===== config.mk =====
export PLATFORM = sky130hd
export DESIGN_NAME = aes_cbc_ctrl
export DESIGN_NICKNAME = d
export VERILOG_FILES = /design/src/rtl/aes_cbc_pkg.sv /design/src/rtl/aes_cbc_ctrl.sv
export SDC_FILE = /design/constraint.sdc
export NUM_CORES = 2
export LEC_CHECK = 0
export BUFFER_PORTS_ARGS = -buffer_cell sky130_fd_sc_hd__buf_2
export CAP_MARGIN = 5
export CORE_AREA = 2 2 464 466
export DETAILED_ROUTE_END_ITERATION = 16
export DIE_AREA = 0 0 466 468
export GPL_ROUTABILITY_DRIVEN = 1
export PLACE_DENSITY = 0.39
export SYNTH_ARGS = -nofsm -noshare
export SYNTH_HDL_FRONTEND = slang
export SYNTH_SLANG_ARGS = --single-unit
export TNS_END_PERCENT = 5

===== constraint.sdc =====
create_clock -name clk -period 2.1 [get_ports clk]
set_clock_uncertainty 0.1 [all_clocks]
set_input_delay 0.315 -clock clk [delete_from_list [all_inputs] [get_ports clk]]
set_output_delay 0.315 -clock clk [all_outputs]
set_load 0.02 [all_outputs]

===== src/rtl/aes_cbc_pkg.sv =====
// Shared types and constants for the AES-CBC chaining controller.
package aes_cbc_pkg;

   typedef enum logic [2:0] {
      IDLE,
      KEY_WAIT,
      READY,
      ISSUE,
      WAIT_RES,
      OUT
   } state_t;

   localparam logic [1:0] KEY128 = 2'd0;
   localparam logic [1:0] KEY192 = 2'd1;
   localparam logic [1:0] KEY256 = 2'd2;

   localparam int TIMEOUT_DEFAULT = 127;

endpackage


===== src/rtl/aes_cbc_ctrl.sv =====
// AES-CBC chaining controller: sequences key expansion on an external AES
// core, applies the CBC chaining XOR around each block and streams results.
//
// state    | meaning
// ---------+-----------------------------------------------------------
// IDLE     | no key loaded, or aborted after a core timeout
// KEY_WAIT | key expansion started, waiting for aes_key_ready
// READY    | key loaded, accepting the next input block
// ISSUE    | block presented to the core (aes_data_valid high)
// WAIT_RES | waiting for the core result, timeout counter running
// OUT      | result held on m_data until the consumer takes it
module aes_cbc_ctrl
   import aes_cbc_pkg::*;
#(
   parameter int TIMEOUT = TIMEOUT_DEFAULT
) (
   input  logic         clk,
   input  logic         reset,
   input  logic         cfg_start,
   input  logic [255:0] cfg_key,
   input  logic [1:0]   cfg_key_mode,
   input  logic         cfg_ende,
   input  logic [127:0] cfg_iv,
   input  logic [127:0] s_data,
   input  logic         s_valid,
   input  logic         s_last,
   output logic         s_ready,
   output logic [127:0] m_data,
   output logic         m_valid,
   output logic         m_last,
   input  logic         m_ready,
   output logic         aes_start,
   output logic         aes_enable,
   output logic         aes_ende,
   output logic         aes_data_valid,
   output logic [255:0] aes_key,
   output logic [1:0]   aes_key_mode,
   output logic [127:0] aes_data,
   input  logic         aes_ready,
   input  logic         aes_key_ready,
   input  logic         aes_data_out_valid,
   input  logic [127:0] aes_data_out,
   output logic         busy,
   output logic [15:0]  blk_cnt,
   output logic         err_timeout,
   output logic         err_unexp
);

   // counter value on the cycle whose edge completes TIMEOUT cycles in WAIT_RES
   localparam logic [7:0] TMO_LAST = 8'(TIMEOUT - 1);

   state_t         state;
   logic [255:0]   key_q;
   logic [1:0]     mode_q;
   logic           ende_q;
   logic [127:0]   iv_q;
   logic [127:0]   chain;
   logic [127:0]   hold;
   logic           last_q;
   logic           kw_first;
   logic [7:0]     tmo_cnt;
   logic           accept;

   // cfg_start has priority over a block accept in the same cycle
   assign s_ready      = (state == READY) & aes_ready & ~cfg_start & ~reset;
   assign accept       = s_valid & s_ready;
   assign busy         = (state != IDLE);
   assign aes_key      = key_q;
   assign aes_key_mode = mode_q;
   assign aes_ende     = ende_q;

   // controller FSM with registered core/stream outputs
   always_ff @(posedge clk) begin
      if (reset) begin
         state          <= IDLE;
         key_q          <= '0;
         mode_q         <= '0;
         ende_q         <= 1'b0;
         iv_q           <= '0;
         chain          <= '0;
         hold           <= '0;
         last_q         <= 1'b0;
         kw_first       <= 1'b0;
         tmo_cnt        <= '0;
         aes_start      <= 1'b0;
         aes_enable     <= 1'b0;
         aes_data_valid <= 1'b0;
         aes_data       <= '0;
         m_data         <= '0;
         m_valid        <= 1'b0;
         m_last         <= 1'b0;
         blk_cnt        <= '0;
         err_timeout    <= 1'b0;
         err_unexp      <= 1'b0;
      end else begin
         aes_enable     <= 1'b1;
         aes_start      <= 1'b0;
         aes_data_valid <= 1'b0;
         case (state)
            IDLE, READY: begin
               if (cfg_start) begin
                  key_q       <= cfg_key;
                  mode_q      <= cfg_key_mode;
                  ende_q      <= cfg_ende;
                  iv_q        <= cfg_iv;
                  chain       <= cfg_iv;
                  blk_cnt     <= '0;
                  err_timeout <= 1'b0;
                  err_unexp   <= 1'b0;
                  aes_start   <= 1'b1;
                  kw_first    <= 1'b1;
                  state       <= KEY_WAIT;
               end else if (accept) begin
                  // decrypt keeps the ciphertext: it becomes the next chain value
                  aes_data       <= ende_q ? s_data : (s_data ^ chain);
                  if (ende_q) hold <= s_data;
                  last_q         <= s_last;
                  aes_data_valid <= 1'b1;
                  state          <= ISSUE;
               end
            end
            KEY_WAIT: begin
               // key_ready may still reflect the previous key while aes_start is high
               kw_first <= 1'b0;
               if (!kw_first && aes_key_ready) state <= READY;
            end
            ISSUE: begin
               tmo_cnt <= '0;
               state   <= WAIT_RES;
            end
            WAIT_RES: begin
               if (aes_data_out_valid) begin
                  m_data  <= ende_q ? (aes_data_out ^ chain) : aes_data_out;
                  chain   <= ende_q ? hold : aes_data_out;
                  m_last  <= last_q;
                  m_valid <= 1'b1;
                  state   <= OUT;
               end else if (tmo_cnt == TMO_LAST) begin
                  err_timeout <= 1'b1;
                  state       <= IDLE;
               end else begin
                  tmo_cnt <= tmo_cnt + 8'd1;
               end
            end
            OUT: begin
               if (m_ready) begin
                  m_valid <= 1'b0;
                  blk_cnt <= blk_cnt + 16'd1;
                  if (m_last) chain <= iv_q;
                  state   <= READY;
               end
            end
            default: state <= IDLE;
         endcase
         if (aes_data_out_valid && state != WAIT_RES) err_unexp <= 1'b1;
      end
   end

endmodule


==> impl_metrics.toml <==
[run_status]
outcome = "complete, but fails checks"
violations = "negative setup slack"

[setup_path]
cp-start-kind = "flip-flop"
crit_chain = "buf_6 > or3_4 > buf_6"
critPathCaptureType = "output port"
cpMostUsedCell = "buf_6"
crit_type = "reg -> out"
critPathMaxFanout = 4
cp.arrival_ps = 1850
cpMaxStageDelayCell = "or3_4"
required_ps = 1680
crit_path_max_incr_delay_ps = 420

[die]
die_y_um = 468
design.die.area_um2 = 218100
initial_core_util = 0.1852
design.core.area_um2 = 213300
pin_count = 1192
num_rows = 170
die_x_um = 466

[logic_synthesis]
synth-edff-count = 0
synthCells = 4841
synth_common_cells = "nand2_1 (1,300), dfxtp_1 (935), a21oi_1 (666), a211oi_1 (387), nor2_1 (274)"
postSynthNetCount = 5496
ys_warn_count = 0
synth_top_cell_by_area = "dfxtp_1"
async_reset_ff_frac = 0
synth_area_um2 = 39510
synth_area_leaders = "dfxtp_1 (47%), nand2_1 (12%), a21oi_1 (8.4%), a211oi_1 (7.4%), mux2i_1 (6.5%)"
synth.most_common_cell = "nand2_1"
avgSynthCellArea_um2 = 8.162
ys.flop_type = "dfxtp_1"
ys_types = 44
synth.top_cell.area_share = 0.4737
ys_seq_elements = 935
ys_seq_area_frac = 0.4737

[place]
gp_congestion = 0.8560
dp_cells = 8702
post_dp_cell_area_um2 = 50180
place_hpwl_um = 158600
port_buffers = 1191

[clock_network]
clk_path_buf_depth = 3
cts_buffers = 117
cts_sinks = 935
clk_root_buffer_cell = "clkbuf_16"
htree_num_levels = 3
clkLatencyLatePin_ps = 790
cts.clk_slew.worst_paths_ps = 60
cts_tree = "built"

[global_routing]
grt_pass1_vias = 40470
grt.overflow.total = 0
grt_pass1_wl_um = 292400
grt.total_usage = 0.1819
grt_max_degree = 133
antenna_found_initial = 51

[finish]
nFillCells = 23160
stdcell_area_um2 = 61710
stdcell_count = 9612
drive_gt1_frac = 0.2546
nNetsFinal = 7311
utilization = 0.2892
area_growth_pct = 56.17

[flow_run]
drv_cap = 0

[timing]
period_needed_ps = 2264
setup_slack_ps = -164.4
hold_viol_final = 0
finalMaxSlewViolations = 0
finalSetupViolCount = 85
slew_headroom = 0.4735
fin_crit_sh = 1.078
worst_pin_slew_ps = 789.8
rsz0062_at_grt = "true"
fmax_ghz = 0.4416

[drt]
first_pass_iters = 5
drt_iter0_drc = 2217
routed_wirelength_um = 210300
num_vias = 41050
via_per_inst = 4.270
post_drt_wl_per_cell_um = 21.88
drc = 0
postRouteAntennaNets = 0

[power_and_ir_drop]
switching_share = 0.3172
p_clk_frac = 0.395
ir_drop_mv = 0.6188
combinationalPowerShare = 0.230
p_leak_nw = 24.04
seq_power_share = 0.375
p_per_area_nw_per_um2 = 860.8
p_sw_w = 0.01685
p_int_w = 0.03627

[hold_path]
worstHoldPathType = "in -> reg"
-- final cells by class --
cell class,count,area [um^2],share of cell area
Clock buffer,178,3437,0.05570
Clock inverter,36,513.0,0.008313
Sequential cell,935,18730,0.3036
Multi-Input combinational cell,3494,19510,0.3162
Tap cell,2838,3551,0.05754
Timing Repair Buffer,2102,15880,0.2574
Inverter,6,22.52,0.0003650
Antenna cell,23,57.56,0.0009327
-- kinds of logic (layout without fill, tap and decap cells) --
family / Yosys count / after routing / share of synthesized area
AO/OA/AOI/OAI: 1213 / 1213 / 0.1793
XOR/XNOR: 262 / 262 / 0.05807
adder cells (fa/ha/maj): 3 / 3 / 0.0009500
buffers and inverters: 412 / 2322 / 0.04316
flip-flops: 935 / 935 / 0.4737
multiplexers: 259 / 259 / 0.06564
other: 0 / 23 / 0
AND/OR/NAND/NOR: 1757 / 1757 / 0.1792
-- registers in the layout, summed over array words and instances, names as in the netlist, 2 cells and up --
signal and flops:
chain 128, m_data 128, state 3, hold 128, iv_q 128, aes_data 128, tmo_cnt 8, aes_key_mode 2
blk_cnt 16, aes_key 256
-- repair_timing --
action | CTS | global route
pin swaps | 18 | 44
hold endpoints to repair | 907 | 0
setup buffers | 8 | 7
resized for setup | 49 | 96
endpoints found under the setup margin | 259 | 310
gates cloned | 1 | 9
hold buffers | 650 | 0
-- per-stage QoR --
stage                     hold slack (ps)  TNS, ps  setup slack [ps]  total power [W]
after floorplan                     332.1        0             133.1          0.02590
after global placement              337.6    -9026            -165.1          0.03060
after detailed placement            344.2    -3143            -100.7          0.03067
after CTS                           118.0    -6641            -291.0          0.05332
after global routing                190.4   -12660            -257.5          0.05558
final                               218.0    -2348            -164.4          0.05312
-- final timing paths --
check | start | end | slack (ps) | depth (start not counted)
hold reg to reg | aes_key[136] | aes_key[136] | 350 | 2
setup / recovery | state[2] | busy | -160 | 3
setup reg to reg | state[0] | blk_cnt[15] | -120 | 6
hold / removal | cfg_key[164] | aes_key[164] | 220 | 4
-- worst max-delay path, delay by kind of cell, from the launching register on --
| kind | cells | cell delay, ps |
|---|---|---|
| DFF | 1 | 350 |
| buffers and inverters | 2 | 280 |
| and+or+nand+nor | 1 | 420 |
-- per-layer routing --
metal / track usage / vias up / part of all wire
met4: 0.06095 / 28 / 0.031
met1: 0.2180 / 19580 / 0.41
met5: 0 / - / 0.00076
met3: 0.05583 / 287 / 0.077
met2: 0.3070 / 1173 / 0.48
li1: - / 19980 / -
-- power groups by stage --
stage	sequential (W)	clock, W	combinational, W
after floorplan	0.0207	0	0.00520
after global placement	0.0203	0	0.0103
after detailed placement	0.0203	0	0.0104
after CTS	0.0199	0.0216	0.0118
after global routing	0.0201	0.0223	0.0132
final	0.0199	0.0210	0.0122
-- layout by cell type, fill, tap and decap left out, types with 7 or more instances in the layout --
master	synthesis	routed
nand2_1	1300	1298
buf_2	127	1187
dfxtp_1	935	931
a21oi_1	666	652
dlygate4sd3_1	0	650
a211oi_1	387	346
nor2_1	274	274
mux2i_1	258	258
o21ai_0	145	141
buf_4	0	136
xnor2_1	132	131
xor2_1	130	130
nor2b_1	131	130
clkbuf_16	0	126
buf_12	0	76
a211oi_2	0	41
clkbuf_1	264	33
buf_6	0	29
clkbuf_8	0	28
diode_2	0	23
a21oi_2	0	14
clkinv_2	0	13
or3_1	12	8
buf_16	0	8
nand3_1	7	7
bufinv_16	0	7
No activity file was read; power rests on OpenSTA's default activity.
